[src/rtl/axi_bridge_pkg.sv]
// Shared IDs, AR state encoding and AXI constants for the read side of the AXI bridge.
package axi_bridge_pkg;

    localparam logic [3:0] ID_INST = 4'd0;
    localparam logic [3:0] ID_DATA = 4'd1;

    typedef enum logic [1:0] {
        AR_IDLE  = 2'b01,
        AR_ISSUE = 2'b10
    } ar_state_t;

    localparam logic [7:0] AXI_LEN_SINGLE  = 8'd0;
    localparam logic [1:0] AXI_BURST_INCR  = 2'b01;
    localparam logic [1:0] AXI_LOCK_NORMAL = 2'b00;
    localparam logic [3:0] AXI_CACHE_NONE  = 4'd0;
    localparam logic [2:0] AXI_PROT_NONE   = 3'd0;

    // SRAM-side size is log2 bytes; AXI arsize is the same value widened.
    function automatic logic [2:0] axi_size(input logic [1:0] size);
        return {1'b0, size};
    endfunction

endpackage

[src/rtl/rd_outstanding_cnt.sv]
// Per-ID outstanding read counter; full blocks further grants so it never wraps.
module rd_outstanding_cnt #(
    parameter int unsigned MAX_OUT = 3
) (
    input  logic                           aclk,
    input  logic                           areset,
    input  logic                           inc,
    input  logic                           dec,
    output logic [$clog2(MAX_OUT+1)-1:0]   cnt,
    output logic                           full
);
    localparam int unsigned CNT_W = $clog2(MAX_OUT + 1);

    logic [CNT_W-1:0] cnt_q;

    always_ff @(posedge aclk or posedge areset) begin
        if (areset) begin
            cnt_q <= '0;
        end else if (inc && !dec) begin
            cnt_q <= cnt_q + CNT_W'(1);
        end else if (dec && !inc) begin
            cnt_q <= cnt_q - CNT_W'(1);
        end
    end

    assign cnt  = cnt_q;
    assign full = (cnt_q >= CNT_W'(MAX_OUT));

endmodule

[src/rtl/axi_rd_arbiter.sv]
// Arbitrates inst/data SRAM-like read ports onto one AXI AR channel and routes R beats by rid.
module axi_rd_arbiter
    import axi_bridge_pkg::*;
#(
    parameter int unsigned MAX_OUT      = 3,
    parameter int unsigned STARVE_LIMIT = 4
) (
    input  logic        aclk,
    input  logic        areset,
    input  logic        inst_req,
    input  logic [31:0] inst_addr,
    input  logic [1:0]  inst_size,
    output logic        inst_addr_ok,
    output logic        inst_data_ok,
    output logic [31:0] inst_rdata,
    input  logic        data_req,
    input  logic [31:0] data_addr,
    input  logic [1:0]  data_size,
    output logic        data_addr_ok,
    output logic        data_data_ok,
    output logic [31:0] data_rdata,
    input  logic        wr_busy,
    input  logic [31:0] wr_addr,
    output logic [3:0]  arid,
    output logic [31:0] araddr,
    output logic [2:0]  arsize,
    output logic        arvalid,
    input  logic        arready,
    output logic [7:0]  arlen,
    output logic [1:0]  arburst,
    output logic [1:0]  arlock,
    output logic [3:0]  arcache,
    output logic [2:0]  arprot,
    input  logic [3:0]  rid,
    input  logic [31:0] rdata,
    input  logic        rvalid,
    input  logic        rlast,
    output logic        rready,
    output logic        rd_err
);
    localparam int unsigned CNT_W    = $clog2(MAX_OUT + 1);
    localparam int unsigned STARVE_W = $clog2(STARVE_LIMIT + 1);

    ar_state_t           state_q;
    logic [3:0]          id_q;
    logic [31:0]         addr_q;
    logic [1:0]          size_q;
    logic [STARVE_W-1:0] starve_q;

    logic [CNT_W-1:0] inst_cnt, data_cnt;
    logic             inst_full, data_full;
    logic             wr_hazard, inst_elig, data_elig, inst_wins;
    logic             grant_inst, grant_data;
    logic             inst_hit, data_hit, bad_beat;

    logic        inst_data_ok_q, data_data_ok_q, rd_err_q;
    logic [31:0] inst_rdata_q, data_rdata_q;

    // Single-beat bursts only, so rlast carries no information.
    logic unused_sigs;
    assign unused_sigs = ^{rlast, wr_addr[1:0]};

    // Word-granular hazard against the pending write.
    assign wr_hazard = wr_busy && (data_addr[31:2] == wr_addr[31:2]);
    assign inst_elig = inst_req && !inst_full;
    assign data_elig = data_req && !data_full && !wr_hazard;
    assign inst_wins = inst_elig &&
                       (!data_elig || (starve_q == STARVE_W'(STARVE_LIMIT)));

    assign grant_inst = (state_q == AR_IDLE) && inst_wins;
    assign grant_data = (state_q == AR_IDLE) && data_elig && !inst_wins;

    assign inst_addr_ok = grant_inst;
    assign data_addr_ok = grant_data;

    always_ff @(posedge aclk or posedge areset) begin
        if (areset) begin
            state_q <= AR_IDLE;
            id_q    <= '0;
            addr_q  <= '0;
            size_q  <= '0;
        end else begin
            unique case (state_q)
                AR_IDLE: begin
                    if (grant_inst || grant_data) begin
                        state_q <= AR_ISSUE;
                        id_q    <= grant_inst ? ID_INST : ID_DATA;
                        addr_q  <= grant_inst ? inst_addr : data_addr;
                        size_q  <= grant_inst ? inst_size : data_size;
                    end
                end
                AR_ISSUE: begin
                    if (arready) state_q <= AR_IDLE;
                end
                default: state_q <= AR_IDLE;
            endcase
        end
    end

    always_ff @(posedge aclk or posedge areset) begin
        if (areset) begin
            starve_q <= '0;
        end else if (grant_inst) begin
            starve_q <= '0;
        end else if (grant_data && inst_elig && (starve_q != STARVE_W'(STARVE_LIMIT))) begin
            starve_q <= starve_q + STARVE_W'(1);
        end
    end

    assign arvalid = (state_q == AR_ISSUE);
    assign arid    = id_q;
    assign araddr  = addr_q;
    assign arsize  = axi_size(size_q);
    assign arlen   = AXI_LEN_SINGLE;
    assign arburst = AXI_BURST_INCR;
    assign arlock  = AXI_LOCK_NORMAL;
    assign arcache = AXI_CACHE_NONE;
    assign arprot  = AXI_PROT_NONE;

    // A beat is only accepted for an ID that actually has a read in flight.
    assign inst_hit = rvalid && (rid == ID_INST) && (inst_cnt != '0);
    assign data_hit = rvalid && (rid == ID_DATA) && (data_cnt != '0);
    assign bad_beat = rvalid && !inst_hit && !data_hit;

    rd_outstanding_cnt #(.MAX_OUT(MAX_OUT)) u_inst_cnt (
        .aclk   (aclk),
        .areset (areset),
        .inc    (grant_inst),
        .dec    (inst_hit),
        .cnt    (inst_cnt),
        .full   (inst_full)
    );

    rd_outstanding_cnt #(.MAX_OUT(MAX_OUT)) u_data_cnt (
        .aclk   (aclk),
        .areset (areset),
        .inc    (grant_data),
        .dec    (data_hit),
        .cnt    (data_cnt),
        .full   (data_full)
    );

    always_ff @(posedge aclk or posedge areset) begin
        if (areset) begin
            inst_data_ok_q <= 1'b0;
            data_data_ok_q <= 1'b0;
            inst_rdata_q   <= '0;
            data_rdata_q   <= '0;
            rd_err_q       <= 1'b0;
        end else begin
            inst_data_ok_q <= inst_hit;
            data_data_ok_q <= data_hit;
            if (inst_hit) inst_rdata_q <= rdata;
            if (data_hit) data_rdata_q <= rdata;
            if (bad_beat) rd_err_q <= 1'b1;
        end
    end

    assign rready       = 1'b1;
    assign inst_data_ok = inst_data_ok_q;
    assign data_data_ok = data_data_ok_q;
    assign inst_rdata   = inst_rdata_q;
    assign data_rdata   = data_rdata_q;
    assign rd_err       = rd_err_q;

endmodule

[config.mk]
export PLATFORM = sky130hd
export DESIGN_NAME = axi_rd_arbiter
export DESIGN_NICKNAME = d
export VERILOG_FILES = /design/src/rtl/axi_bridge_pkg.sv /design/src/rtl/rd_outstanding_cnt.sv /design/src/rtl/axi_rd_arbiter.sv
export SDC_FILE = /design/constraint.sdc
export NUM_CORES = 1
export LEC_CHECK = 0
export ABC_AREA = 1
export ABC_CLOCK_PERIOD_IN_PS = 5100
export CAP_MARGIN = 25
export CORE_MARGIN = 5
export CORE_UTILIZATION = 25
export CTS_BUF_LIST = sky130_fd_sc_hd__clkbuf_8
export DETAILED_ROUTE_END_ITERATION = 8
export DONT_BUFFER_PORTS = 1
export PLACE_DENSITY = 0.37
export SYNTH_ARGS = -nofsm -noshare
export SYNTH_HDL_FRONTEND = slang
export SYNTH_HIERARCHICAL = 1
export SYNTH_SLANG_ARGS = --single-unit
[constraint.sdc]
create_clock -name aclk -period 5.1 [get_ports aclk]
set_input_delay 1.02 -clock aclk [delete_from_list [all_inputs] [get_ports aclk]]
set_output_delay 1.02 -clock aclk [all_outputs]
set_load 0.005 [all_outputs]
==> impl_metrics.env, run 1 <==
export IMPL_worst_ir_drop_vdd_uv=149
export IMPL_ctsHtreeMaxLevel=3
export IMPL_maxSlewViolCount=0
export IMPL_final_hold_worst_slack_ps=363
export IMPL_regToRegStartpoint="state_q[0]"
export IMPL_fmax_mhz=290
export IMPL_crit_chain="inv_1 -> nor2_1 -> inv_1 -> nor3_4 -> buf_4 -> nand2_4 -> inv_1"
export IMPL_post_cts_setup_buffer_count=0
export IMPL_grt_pass1_wl_um=26100
export IMPL_most_common_library_cell_in_the_layout_ignoring_fill_and_taps="nand2_1"
export IMPL_buffers_inverters_on_critical_path=4
export IMPL_cpMaxStageDelayCell="dfstp_2"
export IMPL_post_detailed_route_count_of_antenna_violating_nets=0
export IMPL_ys_warnings_count=6
export IMPL_area_growth_synth_to_final_pct=5.97
export IMPL_via_per_inst=4.13
export IMPL_post_cts_resized_instances=0
export IMPL_antenna_found_initial=0
export IMPL_yosys_register_bits=111
export IMPL_post_synth_num_cell_types=30
export IMPL_path_common_cell="inv_1"
export IMPL_maximum_number_of_pins_on_one_net_before_global_route_repair=66
export IMPL_criticalPathCategory="register to output port"
export IMPL_cp_end_kind="output port"
export IMPL_insertedDiodeCount=0
export IMPL_final_core_utilization_pct=27.0
export IMPL_dr_total_vias=4401
export IMPL_port_buffers=0
export IMPL_floorplan_io_pins=273
export IMPL_clkTransAtPathRegs_ps=120
export IMPL_detail_route_drc_violations=0
export IMPL_dp_slack_ps=1560
export IMPL_dr_pass1_iters=4
export IMPL_global_route_overflow_total=0
export IMPL_drv_max_cap_violation_count=0
export IMPL_worstSkewPairLatency_ps=390
export IMPL_power_density_cell_area_nw_per_um2=506
export IMPL_drt_total_wl_um=17000
export IMPL_mostFrequentLayoutCells="nand2_1, inv_1, dfrtp_1"
export IMPL_timing_critical_path_from_type="register"
export IMPL_initial_utilization_pct=25.5
export IMPL_cts_path_max_buffers=2
export IMPL_worst_path_dominant_cell_family="buffers and inverters"
export IMPL_holdCritPathClass="primary input to async pin"
export IMPL_fin_skew_ps=16.6
export IMPL_avgSynthCellArea_um2=7.32
export IMPL_routabilityCongestion=0.732
export IMPL_tritoncts_clock_tree="built"
export IMPL_floorplan_core_area_um2=22700
export IMPL_cts_inserted_buffers=9
export IMPL_postLayoutSetupSlackWorst_ps=1650
export IMPL_post_cts_hold_buffer_count=0
export IMPL_reg2reg_setup_slack_ps=2080
export IMPL_cts_root_buffer_cell="clkbuf_8"
export IMPL_cp_startpoint="state_q[0]"
export IMPL_finalSetupViolations=0
export IMPL_final_cell_area_um2=6130
export IMPL_grt_pass1_vias=4449
export IMPL_std_cell_rows=55
export IMPL_final_fill_count=2577
export IMPL_timing_max_slew_rel_slack_pct=56.5
export IMPL_max_slew_worst_pin_slew_ps=652
export IMPL_rsz0062_at_grt="false"
export IMPL_avgRoutedWirePerCell_um=16.0
export IMPL_critical_path_max_stage_delay_ps=560
export IMPL_postPlaceCellArea_um2=5940
export IMPL_worst_ep_required_time_ps=4080
export IMPL_fin_crit_sh_pct=67.7
export IMPL_synthesis_instances=791
export IMPL_setup_tns_final_ps=0
export IMPL_ys_seq_area_share_pct=48.0
export IMPL_dieWidth_um=162
export IMPL_design_final_nets=923
export IMPL_arrival_ps=2430
export IMPL_drt_iter0_markers=216
export IMPL_detailedPlacementHpwl_um=12700
export IMPL_syn_area_um2=5790
export IMPL_run_status="complete, no violations"
export IMPL_min_period_ps=3450
export IMPL_grtUsageTotal_pct=12.8
export IMPL_static_leakage_power_uw=0.00354
export IMPL_hold_violations=0
export IMPL_cts_sinks=111
export IMPL_path_max_fanout=40
export IMPL_floorplan_die_height_um=162
export IMPL_drive_gt1_share_pct=4.87
export IMPL_fp_dieArea_um2=26300
-- cell usage after synthesis --
cell	count	area share (%)
nor3b_1	1	0.13
a31o_2	1	0.15
buf_2	9	0.78
a21boi_1	1	0.13
nand2_1	272	18
dfstp_2	1	0.45
inv_2	5	0.32
a21oi_1	1	0.086
nor3_2	1	0.17
o22ai_1	1	0.11
buf_4	24	3.1
buf_6	6	1.2
xnor2_1	7	1.1
nand2_4	2	0.39
ha_1	4	0.86
conb_1	2	0.13
buf_1	1	0.065
inv_1	157	10
or2_1	1	0.11
nor2_1	20	1.3
nand2_2	2	0.22
or2_2	1	0.11
a21boi_0	1	0.13
nand4_1	1	0.11
nand3_2	1	0.17
dfrtp_1	110	48
nor3_1	2	0.17
o21ai_0	66	5.7
clkbuf_1	15	0.97
nand3_1	75	6.5
-- stage by stage --
step / power, uW / std cells
after floorplan: 2320 / 813
after global placement: 2620 / 1048
after detailed placement: 2640 / 1049
after CTS: 3210 / 1065
after global routing: 3410 / 1065
final: 3100 / 1065
-- flip-flops by register name, summed over array words and instances (netlist names) --
signal / flops
araddr: 32
data_rdata: 32
inst_rdata: 32
starve_q: 3
size_q: 2
state_q: 2
u_data_cnt/cnt: 2
u_inst_cnt/cnt: 2
arid: 1
data_data_ok: 1
inst_data_ok: 1
rd_err: 1
-- where the power goes --
group	leakage [uW]	internal [uW]	total (uW)	switching, uW
Combinational	0.00204	306	894	588
Sequential	0.00140	1290	1660	372
Clock	0.000101	192	548	356
Total	0.00354	1790	3100	1320
-- worst paths after layout --
kind,depth (start not counted),end
min,1,u_inst_cnt/cnt[1]
max in group asynchronous,2,araddr[3]
min in group aclk,1,rd_err
max reg2reg,10,araddr[18]
max,7,inst_addr_ok
min reg2reg,1,rd_err
-- layout make-up --
class	count	area, um2	share of cell area [%]
clock buffers	9	124	2.02
clock inverters	7	63.8	1.04
inverters	162	611	9.96
multi-input cells	485	2140	34.9
flip-flops and latches	111	2780	45.3
well taps	285	357	5.82
repair buffers	6	57.6	0.939
-- per-layer routing --
layer | wire [um] | vias up | part of all wire [%] | GRT usage [%]
met1 | 7220 | 1970 | 42 | 16.2
met4 | 235 | 0 | 1.4 | 3.54
met3 | 1220 | 14 | 7.2 | 3.88
met2 | 8370 | 140 | 49 | 21.2
li1 | - | 2277 | - | -
met5 | 0 | - | 0 | 0
-- cells by family after synthesis --
group / Yosys count / share of synthesized area (%)
other: 2 / 0.130
buffers and inverters: 217 / 16.6
XOR/XNOR: 7 / 1.06
flip-flops: 111 / 48.0
AND/OR/NAND/NOR: 379 / 27.0
AO/OA/AOI/OAI: 71 / 6.31
adder cells (fa/ha/maj): 4 / 0.865
(Power assumes the default switching activity.)
==> run 2, diff against run 1 <==
ABC_CLOCK_PERIOD_IN_PS = 3200   (was 5100)
clock period = 3.2 ns   (was 5.1 ns; I/O delays follow)
==> impl_metrics.env, run 2 (synthesis gave the netlist of run 1 again) <==
export IMPL_dr_total_vias=4454
export IMPL_postLayoutSetupSlackWorst_ps=876
export IMPL_path_max_fanout=3
export IMPL_postPlaceCellArea_um2=5960
export IMPL_static_leakage_power_uw=0.00355
export IMPL_fmax_mhz=430
export IMPL_worst_ep_required_time_ps=2560
export IMPL_initial_utilization_pct=25.5
export IMPL_timing_critical_path_from_type="primary input"
export IMPL_timing_max_slew_rel_slack_pct=55.8
export IMPL_dp_slack_ps=614
export IMPL_run_status="complete, no violations"
export IMPL_drv_max_cap_violation_count=0
export IMPL_min_period_ps=2320
export IMPL_grt_pass1_vias=4539
export IMPL_antenna_found_initial=0
export IMPL_area_growth_synth_to_final_pct=6.38
export IMPL_mostFrequentLayoutCells="nand2_1, inv_1, dfrtp_1"
export IMPL_drt_iter0_markers=217
export IMPL_fp_dieArea_um2=26300
export IMPL_design_final_nets=926
export IMPL_worstSkewPairLatency_ps=380
export IMPL_floorplan_core_area_um2=22700
export IMPL_ctsHtreeMaxLevel=3
export IMPL_cts_inserted_buffers=9
export IMPL_worst_ir_drop_vdd_uv=236
export IMPL_final_seq_area_um2=2780
export IMPL_detailedPlacementHpwl_um=12400
export IMPL_global_route_overflow_total=0
export IMPL_power_density_cell_area_nw_per_um2=806
export IMPL_maximum_number_of_pins_on_one_net_before_global_route_repair=71
export IMPL_via_per_inst=4.17
export IMPL_tritoncts_clock_tree="built"
export IMPL_cts_root_buffer_cell="clkbuf_8"
export IMPL_std_cell_rows=55
export IMPL_final_fill_count=2546
export IMPL_routabilityCongestion=0.735
export IMPL_cts_sinks=111
export IMPL_rsz0062_at_grt="false"
export IMPL_setup_tns_final_ps=0
export IMPL_port_buffers=0
export IMPL_final_cell_area_um2=6160
export IMPL_drive_gt1_share_pct=5.11
export IMPL_dr_pass1_iters=4
export IMPL_final_core_utilization_pct=27.1
export IMPL_insertedDiodeCount=0
export IMPL_floorplan_io_pins=273
export IMPL_most_common_library_cell_in_the_layout_ignoring_fill_and_taps="nand2_1"
export IMPL_detail_route_drc_violations=0
export IMPL_criticalPathCategory="primary input to output port"
export IMPL_fin_crit_sh_pct=72.6
export IMPL_finalSetupViolations=0
export IMPL_area_of_the_multi_input_gates_um2=2140
export IMPL_clkTransAtPathRegs_ps=120
export IMPL_fin_skew_ps=12.5
export IMPL_floorplan_die_height_um=162
export IMPL_avgRoutedWirePerCell_um=16.1
export IMPL_holdCritPathClass="primary input to async pin"
export IMPL_max_slew_worst_pin_slew_ps=663
export IMPL_post_detailed_route_count_of_antenna_violating_nets=0
export IMPL_grt_pass1_wl_um=26400
export IMPL_hold_violations=0
export IMPL_maxSlewViolCount=0
export IMPL_cp_end_kind="output port"
export IMPL_grtUsageTotal_pct=12.8
export IMPL_dieWidth_um=162
export IMPL_cts_path_max_buffers=2
export IMPL_place_detailed_instances=1051
export IMPL_post_cts_setup_buffer_count=0
export IMPL_drt_total_wl_um=17200
export IMPL_stdcell_count=1068
export IMPL_arrival_ps=1680
==> run 2: final timing paths <==
kind	startpoint	to	slack [ps]	depth (start not counted)
max	data_addr[7]	inst_addr_ok	880	12
min	areset	inst_data_ok	200	2
max reg2reg	state_q[0]	starve_q[2]	1160	8
min reg2reg	data_rdata[25]	data_rdata[25]	520	2
max in group asynchronous	areset	araddr[3]	2500	2
min in group aclk	rdata[28]	data_rdata[28]	400	2
==> run 2: metal layers <==
metal | global-route usage, % | wire length, um
met5 | 0 | 0
met4 | 4.34 | 282
met3 | 3.48 | 1220
met2 | 21.7 | 8460
met1 | 15.8 | 7190
==> run 2: worst max-delay path: stages <==
cell and delay [ps]:
inv_1 30, nand2_1 50, nand2_1 40, inv_1 40, nand2_1 40, nor2_1 150, nand2_1 130, nor2_1 150
nand2_1 90, nand3_2 100, nand2_4 70, inv_1 140
==> run 2: what timing repair did <==
item	4_1_cts	5_1_grt
hold endpoints to repair	4	0
setup endpoints to repair	0	0
hold buffers	1	0
gates resized for setup	0	0
==> run 2: cell type report <==
class                           count  area share, %
Clock buffer                        9           2.01
Multi-Input combinational cell    485           34.8
Clock inverter                      7          0.996
Tap cell                          285           5.79
Timing Repair Buffer                9           1.34
Sequential cell                   111           45.1
Inverter                          162           9.94
==> run 2: through the flow <==
step	total power, uW	hold slack, ps
4_1_cts	5110	212
3_3_place_gp	4190	388
5_1_grt	5440	215
3_5_place_dp	4200	389
2_1_floorplan	3700	381
6_report	4960	198
==> run 2: where the power goes <==
group	total [uW]	switching (uW)	leakage (uW)	internal [uW]
sequential	2660	604	0.00140	2060
clock	865	561	0.0000998	303
combinational	1440	938	0.00205	500
